`config.mk`:
```
export PLATFORM = sky130hd
export DESIGN_NAME = mem_access_unit
export DESIGN_NICKNAME = d
export VERILOG_FILES = /design/src/rtl/mau_pkg.sv /design/src/rtl/mem_access_unit_load_align.sv /design/src/rtl/mem_access_unit.sv
export SDC_FILE = /design/constraint.sdc
export NUM_CORES = 1
export LEC_CHECK = 0
export BUFFER_PORTS_ARGS = -buffer_cell sky130_fd_sc_hd__buf_4
export CELL_PAD_IN_SITES_DETAIL_PLACEMENT = 0
export CELL_PAD_IN_SITES_GLOBAL_PLACEMENT = 1
export CORE_MARGIN = 2
export CORE_UTILIZATION = 35
export DETAILED_ROUTE_END_ITERATION = 10
export GPL_ROUTABILITY_DRIVEN = 0
export GPL_TIMING_DRIVEN = 0
export PLACE_DENSITY_LB_ADDON = 0.3
export RECOVER_POWER = 100
export SLEW_MARGIN = 10
export SYNTH_ARGS = -nofsm -noshare
export SYNTH_HDL_FRONTEND = slang
export SYNTH_SLANG_ARGS = --single-unit
```
`constraint.sdc`:
```
create_clock -name clk -period 5.3 [get_ports clk]
set_clock_uncertainty 0.15 [all_clocks]
set_input_delay 1.59 -clock clk [delete_from_list [all_inputs] [get_ports clk]]
set_output_delay 1.59 -clock clk [all_outputs]
set_load 0.05 [all_outputs]
```
`src/rtl/mau_pkg.sv`:
```
// rtl/mau_pkg.sv - shared opcodes, access sizes, FSM states and bus encodings for mem_access_unit
package mau_pkg;

    localparam logic [3:0] OP_LDR = 4'b1101;
    localparam logic [3:0] OP_STR = 4'b1110;

    localparam logic [1:0] SZ_BYTE = 2'b00;
    localparam logic [1:0] SZ_HALF = 2'b01;
    localparam logic [1:0] SZ_WORD = 2'b10;
    localparam logic [1:0] SZ_RSVD = 2'b11;

    localparam logic [1:0] ST_IDLE     = 2'd0;
    localparam logic [1:0] ST_ACCESS   = 2'd1;
    localparam logic [1:0] ST_COMPLETE = 2'd2;

    localparam logic RW_READ  = 1'b1;
    localparam logic RW_WRITE = 1'b0;

    // Legal means a defined size whose natural alignment the address satisfies.
    function automatic logic access_legal(input logic [1:0] sz, input logic [1:0] a);
        case (sz)
            SZ_BYTE: access_legal = 1'b1;
            SZ_HALF: access_legal = (a[0] == 1'b0);
            SZ_WORD: access_legal = (a == 2'b00);
            default: access_legal = 1'b0;
        endcase
    endfunction

endpackage

```
`src/rtl/mem_access_unit_load_align.sv`:
```
// rtl/mem_access_unit_load_align.sv - selects the load lane and sign/zero extends it
module load_align
    import mau_pkg::*;
(
    input  logic [31:0] rdata,
    input  logic [1:0]  a,
    input  logic [1:0]  size,
    input  logic        ld_unsigned,
    output logic [31:0] value
);

    logic [31:0] shifted;

    always_comb begin
        shifted = rdata >> {a, 3'b000};
        case (size)
            SZ_BYTE: value = {{24{~ld_unsigned & shifted[7]}}, shifted[7:0]};
            SZ_HALF: value = {{16{~ld_unsigned & shifted[15]}}, shifted[15:0]};
            default: value = rdata;
        endcase
    end

endmodule

```
`src/rtl/mem_access_unit.sv`:
```
// rtl/mem_access_unit.sv - load/store unit: req/ack bus with wait states, byte enables and timeout
module mem_access_unit
    import mau_pkg::*;
#(
    parameter int ADDR_W  = 16,
    parameter int PC_W    = 8,
    parameter int TIMEOUT = 12
) (
    input  logic              clk,
    input  logic              rst,
    input  logic [PC_W-1:0]   pc,
    input  logic              start,
    input  logic [3:0]        op_code,
    input  logic [1:0]        size,
    input  logic              ld_unsigned,
    input  logic [31:0]       src1,
    input  logic [31:0]       src2,
    input  logic [31:0]       alu_result,
    input  logic [31:0]       mem_rdata,
    input  logic              mem_ack,
    output logic [ADDR_W-1:0] mem_addr,
    output logic [31:0]       mem_wdata,
    output logic [3:0]        mem_be,
    output logic              mem_rw,
    output logic              mem_req,
    output logic [31:0]       wb_data,
    output logic              busy,
    output logic              done,
    output logic              err
);

    logic [1:0]        state;
    logic [ADDR_W-1:0] addr_q;
    logic [1:0]        size_q;
    logic              uns_q;
    logic              is_ld_q;
    logic              err_q;
    logic [7:0]        cnt;
    logic [31:0]       ld_q;
    logic [31:0]       ld_value;

    logic mem_op;
    logic legal;

    assign mem_op = (op_code == OP_LDR) || (op_code == OP_STR);
    assign legal  = access_legal(size, src1[1:0]);

    load_align u_load_align (
        .rdata       (mem_rdata),
        .a           (addr_q[1:0]),
        .size        (size_q),
        .ld_unsigned (uns_q),
        .value       (ld_value)
    );

    always_ff @(posedge clk or posedge rst) begin
        if (rst) begin
            state     <= ST_IDLE;
            addr_q    <= '0;
            size_q    <= SZ_BYTE;
            uns_q     <= 1'b0;
            is_ld_q   <= 1'b0;
            err_q     <= 1'b0;
            cnt       <= '0;
            ld_q      <= '0;
            mem_be    <= '0;
            mem_wdata <= '0;
        end else begin
            case (state)
                ST_IDLE: begin
                    if (start && mem_op) begin
                        addr_q  <= src1[ADDR_W-1:0];
                        size_q  <= size;
                        uns_q   <= ld_unsigned;
                        is_ld_q <= (op_code == OP_LDR);
                        cnt     <= '0;
                        if (legal) begin
                            state <= ST_ACCESS;
                            case (size)
                                SZ_BYTE: mem_be <= 4'b0001 << src1[1:0];
                                SZ_HALF: mem_be <= 4'b0011 << src1[1:0];
                                default: mem_be <= 4'b1111;
                            endcase
                            // Loads leave the write data bus untouched.
                            if (op_code == OP_STR) begin
                                case (size)
                                    SZ_BYTE: mem_wdata <= {4{src2[7:0]}};
                                    SZ_HALF: mem_wdata <= {2{src2[15:0]}};
                                    default: mem_wdata <= src2;
                                endcase
                            end
                        end else begin
                            state <= ST_COMPLETE;
                            err_q <= 1'b1;
                            ld_q  <= '0;
                        end
                    end
                end
                ST_ACCESS: begin
                    // An ack on the last allowed cycle still completes cleanly.
                    if (mem_ack) begin
                        state <= ST_COMPLETE;
                        if (is_ld_q) ld_q <= ld_value;
                    end else if (cnt == 8'(TIMEOUT - 1)) begin
                        state <= ST_COMPLETE;
                        err_q <= 1'b1;
                        ld_q  <= '0;
                    end else begin
                        cnt <= cnt + 8'd1;
                    end
                end
                ST_COMPLETE: begin
                    state <= ST_IDLE;
                    cnt   <= '0;
                    err_q <= 1'b0;
                end
                default: state <= ST_IDLE;
            endcase
        end
    end

    assign mem_req  = (state == ST_ACCESS);
    assign mem_rw   = (state == ST_ACCESS) ? (is_ld_q ? RW_READ : RW_WRITE) : RW_READ;
    assign mem_addr = (state == ST_IDLE) ? ADDR_W'(pc) : addr_q;
    assign busy     = (state != ST_IDLE);
    assign done     = (state == ST_COMPLETE);
    assign err      = done & err_q;
    assign wb_data  = (state == ST_COMPLETE && is_ld_q) ? ld_q : alu_result;

endmodule
```
* Yosys cells after proc, flatten, opt, wreduce, memory -nomap -nowiden
Index checks and enable logic that the tools add are counted.
Word-level totals: output and inout bits 89, flip-flop bits (word level) 99, bits of input ports 147, logic and storage cells 79
Cells by class: bitwise operators 5, reductions and logical operators 17, shifts and indexed selects 3, muxes and demuxes 28, $add $sub $neg 1, equality and inequality tests 15
Operators with widths (count):
- 2-to-1 mux 32 bit | 6
- case mux 32 bit (2 select lines) | 3
- >> shifter 32 x 5 -> 16 bit | 1
- 2-to-1 mux 8 bit | 3
- case mux 8 bit (3 select lines) | 1
- 2-to-1 mux 16 bit | 1
- AND reduction 5 bit | 2
- adder 8 x 1 -> 8 bit (second input constant) | 1
- equality test 4 bit (second input constant) | 2
- equality test 8 x 4 -> 1 bit (second input constant) | 1
- zero test 2 bit | 4
- 2-to-1 mux 2 bit | 4
- != test 2 bit (second input constant) | 4
- case mux 4 bit (2 select lines) | 1
- AND reduction 4 bit | 2
- equality test 2 x 1 -> 1 bit (second input constant) | 3
- 2-to-1 mux 1 bit | 6
- != test 3 x 2 -> 1 bit (second input constant) | 2
- case mux 1 bit (3 select lines) | 2
- equality test 2 bit (second input constant) | 2
- case mux 2 bit (2 select lines) | 1
- AND reduction 2 bit | 2
- nonzero test 2 bit | 2
- left shift 1 x 2 -> 4 bit (first input constant) | 1
- other kinds (8) | 12

* Logic depth before layout (Yosys ltp)
Gate-level depths: netlist of the first run.
word-level depth 6, mapped depth 7, gate-level depth less buffers 5

* By module
Synthesis of the first run repeated with hierarchy kept, for this count alone.
Unflattened totals: cell total of the unflattened synthesis 542, area total of the unflattened synthesis 5835.6 µm²
By module, submodules not included:
- mem_access_unit | area each 5094.9 µm², instances 1, cells each 429, seq. area each 2477.4 µm²
- load_align | area each 740.7 µm², instances 1, cells each 113, seq. area each 0.0 µm²

* Least setup slack after synthesis of the first run
OpenSTA, ideal clock, no wires.
path type reg-to-output, start point reg state[1], end point out wb_data[0], slack 0.601 ns, buffers on the path 1, data required time 3.560 ns, stages on the path, launching flop included 5, arrival time 2.959 ns, path through dfrtp_1 -> nor2b_1 -> nand2_1 -> clkbuf_1 -> o21ai_0
Between the ends: word-level cells in the longest chain between the ends 3
Ends and longest elaborated chain:
- start, declared | RTL line mem_access_unit.sv:32 | logic [1:0] state;
- start signal, assigned | RTL line mem_access_unit.sv:58 | state <= ST_IDLE;
- start signal, assigned | RTL line mem_access_unit.sv:78 | state <= ST_ACCESS;
- start signal, assigned | RTL line mem_access_unit.sv:93 | state <= ST_COMPLETE;
- equality test 2 bit
- via done | RTL line mem_access_unit.sv:28 | output logic done,
- logical AND 1 bit | RTL line mem_access_unit.sv:128 | assign wb_data = (state == ST_COMPLETE && is_ld_q) ? ld_q : alu_result;
- 2-to-1 mux 32 bit | RTL line mem_access_unit.sv:128
- end, declared | RTL line mem_access_unit.sv:26 | output logic [31:0] wb_data,
The timed path passes the listed nets, and every way through them passes these cells.

* Worst setup path in the final report of the first run
start point reg state[1], end point out wb_data[10]
Between the ends: word-level cells in the longest chain between the ends 3
Ends and longest elaborated chain (RTL line):
- equality test 2 bit | mem_access_unit.sv:128
- logical AND 1 bit | mem_access_unit.sv:128
- 2-to-1 mux 32 bit | mem_access_unit.sv:128
No other way between the ends.

==> flow_summary.json, run 1 <==
{
  "status": "complete, but fails checks",
  "violations": "capacitance limit, slew limit",
  "cts_root_buffer": "clkbuf_16",
  "r2r_cells": 5,
  "yosys.area_share.simple_pct": 13.0,
  "r2r-start": "state[1]",
  "grt_pass1_vias": 5337,
  "rsz0062_at_grt": "false",
  "fin_crit_sh_pct": 84.5,
  "fin_nets": 956,
  "async_flop_share_pct": 100,
  "synth_ff_type": "dfrtp_1",
  "yosysUniqueCellTypes": 59,
  "grt_pass1_wl_um": 27600,
  "finalPower_uw": 3870,
  "grt_start_max_net_pins": 61,
  "boundaryPins": 236,
  "wirelength_um": 17800,
  "drc": 0,
  "hold_viol": 0,
  "netlist_instances": 580,
  "rrSetupSlack_ns": 2.17,
  "worst_slew_pin_slew_ns": 2.71,
  "dp_cells": 1013,
  "synth_edf_count": 0,
  "whs_ns": 0.337,
  "path_clk_slew_ns": 0.07,
  "worstHoldPathType": "flip-flop to flip-flop",
  "synth-xor-area-share_pct": 0.473,
  "cp.arrival_ns": 2.74,
  "p_seq_share_pct": 28.7,
  "hold_end": "mem_wdata[15]",
  "gr-usage-all-layers_pct": 21.1,
  "h-tree-depth": 3,
  "ys.warnings.count": 0,
  "layout_common_cells": "buf_4, clkbuf_1, dfrtp_1, nand2_1, o21ai_0",
  "firstDrtPassIters": 5,
  "path_cells": "nor2b_1 > nand2_1 > clkbuf_1 > mux2_2 > clkbuf_1",
  "ctsLongestPathBuffers": 2,
  "synth_fa_ha_area_share_pct": 0.225,
  "crit_slowest_cell": "clkbuf_1",
  "avgSynthCellArea_um2": 9.57,
  "dp_hpwl_um": 14000,
  "seq_area_frac_synth_pct": 44.6,
  "cts_tree": "done",
  "max_clock_freq_mhz": 223,
  "synthMuxAreaShare_pct": 15.2,
  "p_clk_share_pct": 19.9,
  "die_h_um": 130,
  "post_cts.resized_instances": 0,
  "rows": 46,
  "routedWlPerCell_um": 17.3,
  "relSlewSlack_pct": -81.9,
  "synth_top_family_by_area": "compound AO/OA/AOI/OAI gates",
  "hold_path_depth": 2,
  "post_cts_buffers": 0,
  "p_switching_uw": 1860,
  "r2r-end": "addr_q[6]",
  "switching_share_pct": 48.1,
  "maxCapViolCount": 1,
  "crit_type": "flip-flop to output pin",
  "finalSetupViolCount": 0,
  "io_buffers": 216,
  "syn_area_mm2": 0.00555,
  "vias": 5328,
  "layout-drive-gt1-share_pct": 26.1,
  "p_per_area_mw_per_mm2": 520,
  "gr-total-overflow": 0,
  "clk_latency_ns": 0.35,
  "antenna_found_initial": 0,
  "diodes": 0,
  "peakVddDrop_uv": 311,
  "syn_nets": 728,
  "final_cells": 1029,
  "die_w_um": 130,
  "drt_iter0_drc": 221,
  "final_max_slew_viol_count": 61,
  "core_area_mm2": 0.0157,
  "cp_max_fo": 10,
  "viasPerCell": 5.18,
  "crit_top_cell": "clkbuf_1",
  "fin_crit_ns": 4.48,
  "combinationalPowerShare_pct": 51.4,
  "fp.dieArea_mm2": 0.0169,
  "intPower_uw": 2010,
  "cts_hold_buf": 0,
  "final_common_cell": "buf_4",
  "path_buf_inv": 2,
  "ant_nets": 0,
  "crit_required_ns": 3.56,
  "crit_start": "state[1]",
  "ys_ff_latch": 99,
  "p_leak_uw": 0.00335,
  "endpoint_kind": "output pin",
  "start_kind": "flip-flop",
  "cp_slowest_stage_delay_ns": 0.58,
  "critical_path.top_delay_family": "buffers and inverters",
  "synth_compound_area_share_pct": 20.3,
  "cts_made_buffers": 9,
  "clock_sinks": 99,
  "initial_core_util_pct": 35.3,
  "synthToLayoutAreaGrowth_pct": 34.0,
  "min_from": "mem_wdata[15]"
}
==> layout make-up <==
type	count	area [µm²]
Fill cell	1619	8270
Sequential cell	99	2480
Clock inverter	7	124
Inverter	38	144
Clock buffer	9	225
Buffer	42	173
Tap cell	216	270
Timing Repair Buffer	217	1330
Multi-Input combinational cell	401	2700
==> stage by stage <==
step	TNS [ns]	cell area [µm²]	worst slack [ns]	utilization, %
floorplan	0	5550	0.601	-
global placement	-28.99	7440	-0.298	47.4
detailed placement	0	7470	1.40	47.5
CTS	0	7820	1.16	49.7
global route	0	7440	0.642	47.4
finish	0	7440	0.821	47.4
==> power by group through the flow <==
stage	combinational, µW	sequential [µW]	clock, µW
2_1_floorplan	1250	1370	0
3_3_place_gp	2150	1110	0
3_5_place_dp	2170	1120	0
4_1_cts	2180	1110	788
5_1_grt	2140	1140	821
6_report	1990	1110	771
==> registers in the layout, indices dropped and copies added, names as in the netlist <==
register   count
addr_q        16
ld_q          32
state          2
uns_q          1
mem_wdata     32
cnt            8
mem_be         4
size_q         2
err_q          1
is_ld_q        1
==> how the worst max path moves through the flow <==
stage / endpoint / slack [ns] / cells after the start
finish: wb_data[10] / 0.82 / 5
global route: state[0] / 0.64 / 3
CTS: wb_data[10] / 1.16 / 5
detailed placement: mem_addr[3] / 1.40 / 3
global placement: addr_q[15] / -0.30 / 2
floorplan: wb_data[0] / 0.60 / 4
==> logic make-up (layout without fill, tap and decap cells) <==
logic type / after synthesis / count (layout)
fa+ha+maj: 1 / 1
compound gates: 172 / 172
buf+inv: 80 / 313
mux: 79 / 79
xor+xnor: 3 / 3
flops: 99 / 99
simple gates: 146 / 146
==> worst min-delay path, stage by stage, from the launching register on <==
cell and delay (ns):
dfrtp_1 0.34, nand2_1 0.05, o21ai_0 0.06
==> synthesized netlist by cell type, drive strengths merged (2+ instances only) <==
cell type  number  area, µm²
nand4           3       18.8
a22o            2       17.5
nor2b           5       31.3
o41ai           2       25.0
mux2           44        495
nand2b          3       18.8
nand2          81        304
xor2            2       17.5
mux2i          35        350
o2bb2ai         8       70.1
o22ai           3       25.0
o21bai          3       22.5
clkbuf         22       83.8
dfrtp          99       2480
o21ai          80        404
inv            37        139
o221ai         27        236
or4b            2       23.8
a22oi           8       60.1
nand3           7       40.0
a221oi          8       70.1
and2           11       68.8
nor4            2       12.5
and3b           3       26.3
o311ai          2       17.5
a221o           2       20.0
o31ai           7       52.6
nor3            3       31.3
nor2           16       62.6
buf            20        115
and3            2       17.5
a21oi          18       90.1
==> routing by layer <==
| layer | up-vias | share of wire [%] | GRT usage (%) |
|---|---|---|---|
| li1 | 2562 | - | - |
| met2 | 217 | 47 | 34.6 |
| met5 | - | 0 | 0 |
| met4 | 0 | 2.8 | 8.73 |
| met3 | 28 | 7.8 | 5.58 |
| met1 | 2521 | 43 | 26.4 |
No activity file was read; power rests on OpenSTA's default activity.
==> run 2, diff against run 1 <==
clock period = 4.4 ns   (was 5.3 ns; I/O delays follow)
==> flow_summary.json, run 2 (synthesized netlist as in run 1, its figures left out) <==
{
  "status": "complete, but fails checks",
  "violations": "capacitance limit, slew limit",
  "boundaryPins": 236,
  "fill_cells": 1596,
  "initial_core_util_pct": 35.3,
  "relSlewSlack_pct": -58.4,
  "worstHoldPathType": "flip-flop to flip-flop",
  "gr-total-overflow": 0,
  "top_usage_layer": "met2",
  "start_kind": "flip-flop",
  "finalWorstSetupSlack_ns": 0.402,
  "path_clk_slew_ns": 0.07,
  "cts_tree": "done",
  "dp_hpwl_um": 14000,
  "r2r_cells": 5,
  "cts_made_buffers": 9,
  "p_clk_share_pct": 19.8,
  "final_max_slew_viol_count": 60,
  "combinationalPowerShare_pct": 51.6,
  "diodes": 0,
  "die_w_um": 130,
  "rows": 46,
  "r2r-end": "addr_q[6]",
  "fin_nets": 956,
  "hold_path_depth": 2,
  "switching_share_pct": 47.9,
  "post_cts_buffers": 0,
  "p_switching_uw": 2240,
  "antenna_found_initial": 0,
  "endpoint_kind": "output pin",
  "io_buffers": 216,
  "clk_latency_ns": 0.35,
  "grt_start_max_net_pins": 61,
  "drc": 0,
  "finalSetupViolCount": 0,
  "grt_pass1_wl_um": 27600,
  "layout-drive-gt1-share_pct": 27.6,
  "core_area_mm2": 0.0157,
  "reg_top3": "ld_q (32), mem_wdata (32), addr_q (16)",
  "p_leak_uw": 0.00340,
  "layout_common_cells": "buf_4, dfrtp_1, clkbuf_1, nand2_1, o21ai_0",
  "rrSetupSlack_ns": 1.27,
  "worst_slew_pin_slew_ns": 2.37,
  "firstDrtPassIters": 6,
  "clock_sinks": 99,
  "crit_start": "state[1]",
  "synthToLayoutAreaGrowth_pct": 35.1,
  "ant_nets": 0,
  "r2r-start": "state[1]",
  "crit_required_ns": 2.93,
  "use_met1_pct": 26.4,
  "peakVddDrop_uv": 374,
  "finalPower_uw": 4680,
  "fin_crit_ns": 4.00,
  "hold_end": "mem_wdata[15]",
  "p_seq_share_pct": 28.5,
  "maxCapViolCount": 1,
  "intPower_uw": 2440,
  "min_from": "mem_wdata[15]",
  "drt_iter0_drc": 249,
  "die_h_um": 130,
  "viasPerCell": 5.17,
  "cts_hold_buf": 0,
  "use_met3_pct": 5.58,
  "crit_type": "flip-flop to output pin",
  "cp_max_fo": 10,
  "ctsLongestPathBuffers": 2,
  "cts_root_buffer": "clkbuf_16",
  "whs_ns": 0.337,
  "post_cts.resized_instances": 0,
  "fin_crit_sh_pct": 90.9,
  "cp.arrival_ns": 2.53,
  "max_clock_freq_mhz": 250,
  "vias": 5319,
  "rsz0062_at_grt": "false",
  "hold_viol": 0,
  "grt_util_met2_pct": 34.6,
  "final_common_cell": "buf_4",
  "grt_pass1_vias": 5337,
  "p_per_area_mw_per_mm2": 624,
  "gr-usage-all-layers_pct": 21.1,
  "routedWlPerCell_um": 17.3,
  "place_ws_ns": 0.919,
  "wirelength_um": 17800,
  "fp.dieArea_mm2": 0.0169,
  "h-tree-depth": 3
}
==> run 2: cell types whose count changed in the layout (fill, tap and decap cells not counted), sizes merged <==
cell	previous run	this run
clkbuf	123	110
clkinvlp	2	1
inv	38	39
buf	145	158
==> run 2: worst max-delay path, cell delays in order, from the launching register on <==
cell and delay (ns):
dfrtp_1 0.50, nor2b_1 0.26, nand2_1 0.35, buf_2 0.35, mux2_2 0.25, clkbuf_1 0.47
==> run 2: routing by layer <==
metal	routed length (µm)	up-vias	part of all wire, %
met5	0	-	0
met4	522	0	2.9
met3	1450	28	8.2
met2	8290	207	47
met1	7490	2523	42
li1	-	2561	-
==> run 2: cell type report <==
type	count	area [µm²]	share of cell area [%]
Timing Repair Buffer	217	1380	18.5
Inverter	38	143	1.90
Multi-Input combinational cell	401	2700	36.0
Tap cell	216	270	3.60
Buffer	42	174	2.32
Clock inverter	7	124	1.65
Clock buffer	9	225	3.00
Sequential cell	99	2480	33.0
==> run 2: power groups by stage <==
stage / clock network [µW] / registers [µW] / logic [µW]
floorplan: 0 / 1650 / 1510
global placement: 0 / 1340 / 2590
detailed placement: 0 / 1350 / 2620
CTS: 949 / 1340 / 2630
global route: 989 / 1380 / 2590
finish: 928 / 1340 / 2410
==> run 2: per-stage QoR <==
step / setup TNS [ns] / instances / utilization, % / cell area [µm²]
floorplan: -0.0572 / 580 / - / 5550
global placement: -91.36 / 1012 / 47.4 / 7440
detailed placement: 0 / 1013 / 47.5 / 7470
CTS: 0 / 1029 / 49.7 / 7820
global route: 0 / 1029 / 47.7 / 7500
finish: 0 / 1029 / 47.7 / 7500
==> run 2: how the worst max path moves through the flow <==
stage	endpoint	depth (start not counted)
floorplan	wb_data[0]	4
global placement	addr_q[15]	2
detailed placement	wb_data[10]	5
CTS	wb_data[10]	5
global route	wb_data[18]	6
finish	wb_data[10]	5
==> run 3, diff against run 2 <==
SYNTH_HIERARCHICAL = 1   (was not set)
==> flow_summary.json, run 3 <==
{
  "crit_start": "state[1]",
  "cp.arrival_ns": 2.50,
  "grt_pass1_vias": 5324,
  "r2r-start": "addr_q[1]",
  "cts_made_buffers": 9,
  "clock_sinks": 99,
  "cts_root_buffer": "clkbuf_16",
  "crit_required_ns": 2.93,
  "vias": 5120,
  "synthToLayoutAreaGrowth_pct": 29.8,
  "ctsLongestPathBuffers": 2,
  "path_clk_slew_ns": 0.07,
  "seq_area_frac_synth_pct": 42.5,
  "netlist_instances": 542,
  "post_cts_buffers": 0,
  "grt_start_max_net_pins": 51,
  "synth_area_leaders": "dfrtp_1, mux2_2, mux2_4, nand2_1, a22o_1",
  "async_flop_share_pct": 100,
  "yosys.area.top_type": "dfrtp_1",
  "dp_hpwl_um": 13400,
  "layout-drive-gt1-share_pct": 33.2,
  "final_common_cell": "buf_4",
  "viasPerCell": 5.15,
  "fin_crit_sh_pct": 90.3,
  "die_w_um": 133,
  "synth_ff_type": "dfrtp_1",
  "fin_crit_ns": 3.97,
  "violations": "capacitance limit, slew limit",
  "peakVddDrop_uv": 172,
  "relSlewSlack_pct": -58.2,
  "finalWorstSetupSlack_ns": 0.427,
  "status": "complete, but fails checks",
  "p_per_area_mw_per_mm2": 355,
  "finalSetupViolCount": 0,
  "core_area_mm2": 0.0165,
  "h-tree-depth": 3,
  "place_ws_ns": 0.950,
  "crit_type": "flip-flop to output pin",
  "cts_hold_buf": 0,
  "fp.dieArea_mm2": 0.0177,
  "maxCapViolCount": 1,
  "gr-total-overflow": 0,
  "syn_area_mm2": 0.00584,
  "ant_nets": 0,
  "routedWlPerCell_um": 17.6,
  "diodes": 0,
  "drc": 0,
  "start_kind": "flip-flop",
  "grt_pass1_wl_um": 27700,
  "cts_tree": "done",
  "reg_top3": "ld_q (32), mem_wdata (32), addr_q (16)",
  "yosysMostFrequentCell": "nand2_1",
  "drt_iter0_drc": 265,
  "max_clock_freq_mhz": 252,
  "yosysUniqueCellTypes": 59,
  "worstHoldPathType": "flip-flop to flip-flop",
  "ys_ff_latch": 99,
  "syn_nets": 690,
  "rsz0062_at_grt": "false",
  "rows": 47,
  "io_buffers": 217,
  "layout_common_cells": "buf_4, nand2_1, dfrtp_1, clkbuf_1, mux2_2",
  "fin_tns_setup_ns": 0,
  "initial_core_util_pct": 35.4,
  "yosys-top-cells-count": "nand2_1, dfrtp_1, mux2_2, a22o_1, mux2_4",
  "whs_ns": 0.319,
  "fin_nets": 919,
  "wirelength_um": 17500,
  "hold_viol": 0,
  "post_cts.resized_instances": 0,
  "p_leak_uw": 0.00371,
  "die_h_um": 133,
  "avgSynthCellArea_um2": 10.8,
  "gr-usage-all-layers_pct": 19.6,
  "ys.warnings.count": 6,
  "worst_slew_pin_slew_ns": 2.36,
  "antenna_found_initial": 0,
  "netlist.area_leader.share_pct": 42.5,
  "firstDrtPassIters": 5,
  "cp_max_fo": 10,
  "boundaryPins": 236,
  "clk_latency_ns": 0.34,
  "endpoint_kind": "output pin",
  "final_max_slew_viol_count": 50,
  "synth_edf_count": 0,
  "min_from": "addr_q[11]"
}
## run 3: changes by cell type in the layout (fill, tap and decap cells not counted), sizes merged, moves of 22 or more
cell	previous run	this run
o221ai	27	0
o21ai	80	36
inv	39	10
mux2	44	89
nand2	81	103
a22o	2	38
## run 3: worst max-delay path, cell delays in order, from the launching register on
cell and delay [ns]:
dfrtp_1 0.49, nor2b_1 0.22, nand2_1 0.33, clkbuf_1 0.47, mux2_2 0.40, clkbuf_2 0.24
## run 3: final timing paths
kind | end | slack, ns | cells past startpoint
min in group asynchronous | mem_wdata[5] | 1.47 | 2
worst max-delay path | wb_data[23] | 0.43 | 5
worst max register to register | ld_q[22] | 1.42 | 6
max in group asynchronous | addr_q[10] | 1.56 | 2
worst min-delay path | addr_q[11] | 0.32 | 2
worst min register to register | addr_q[11] | 0.32 | 2
## run 3: per-stage QoR
stage,cells,utilization [%],instance area [µm²],power (µW)
2_1_floorplan,542,-,5840,1650
3_5_place_dp,980,47.2,7770,1950
4_1_cts,995,49.0,8070,2790
6_report,995,46.0,7570,2690
5_1_grt,995,46.0,7570,2820
3_3_place_gp,979,47.0,7740,1930
## run 3: layout make-up
cell class | instances | area, µm²
plain buffers | 39 | 174
clock buffers | 11 | 253
clock inverters | 4 | 48.8
fillers | 1667 | 8890
inverters | 11 | 42.5
multi-input cells | 393 | 2920
flip-flops and latches | 99 | 2480
well taps | 220 | 275
repair buffers | 218 | 1390
## run 3: cell families after synthesis
group	synth area share, %
xor gates and xnor gates	0.579
AOI/OAI and AO/OA	16.4
DFF	42.5
and+or+nand+nor	12.7
adders and majority gates	0.214
muxes	22.4
buffers and inverters	5.25
## run 3: routing by layer
| layer | routed length (µm) | global-route usage (%) | vias up | part of all wire [%] |
|---|---|---|---|---|
| met1 | 7500 | 24.9 | 2492 | 43 |
| li1 | - | - | 2427 | - |
| met4 | 316 | 6.32 | 0 | 1.8 |
| met5 | 0 | 0 | - | 0 |
| met3 | 1180 | 4.30 | 26 | 6.7 |
| met2 | 8520 | 33.4 | 175 | 49 |
## run 3: power breakdown
part | total [µW] | internal (µW) | switching [µW]
clock network | 819 | 469 | 350
registers | 1030 | 985 | 49.3
logic | 833 | 307 | 526
total | 2690 | 1760 | 925
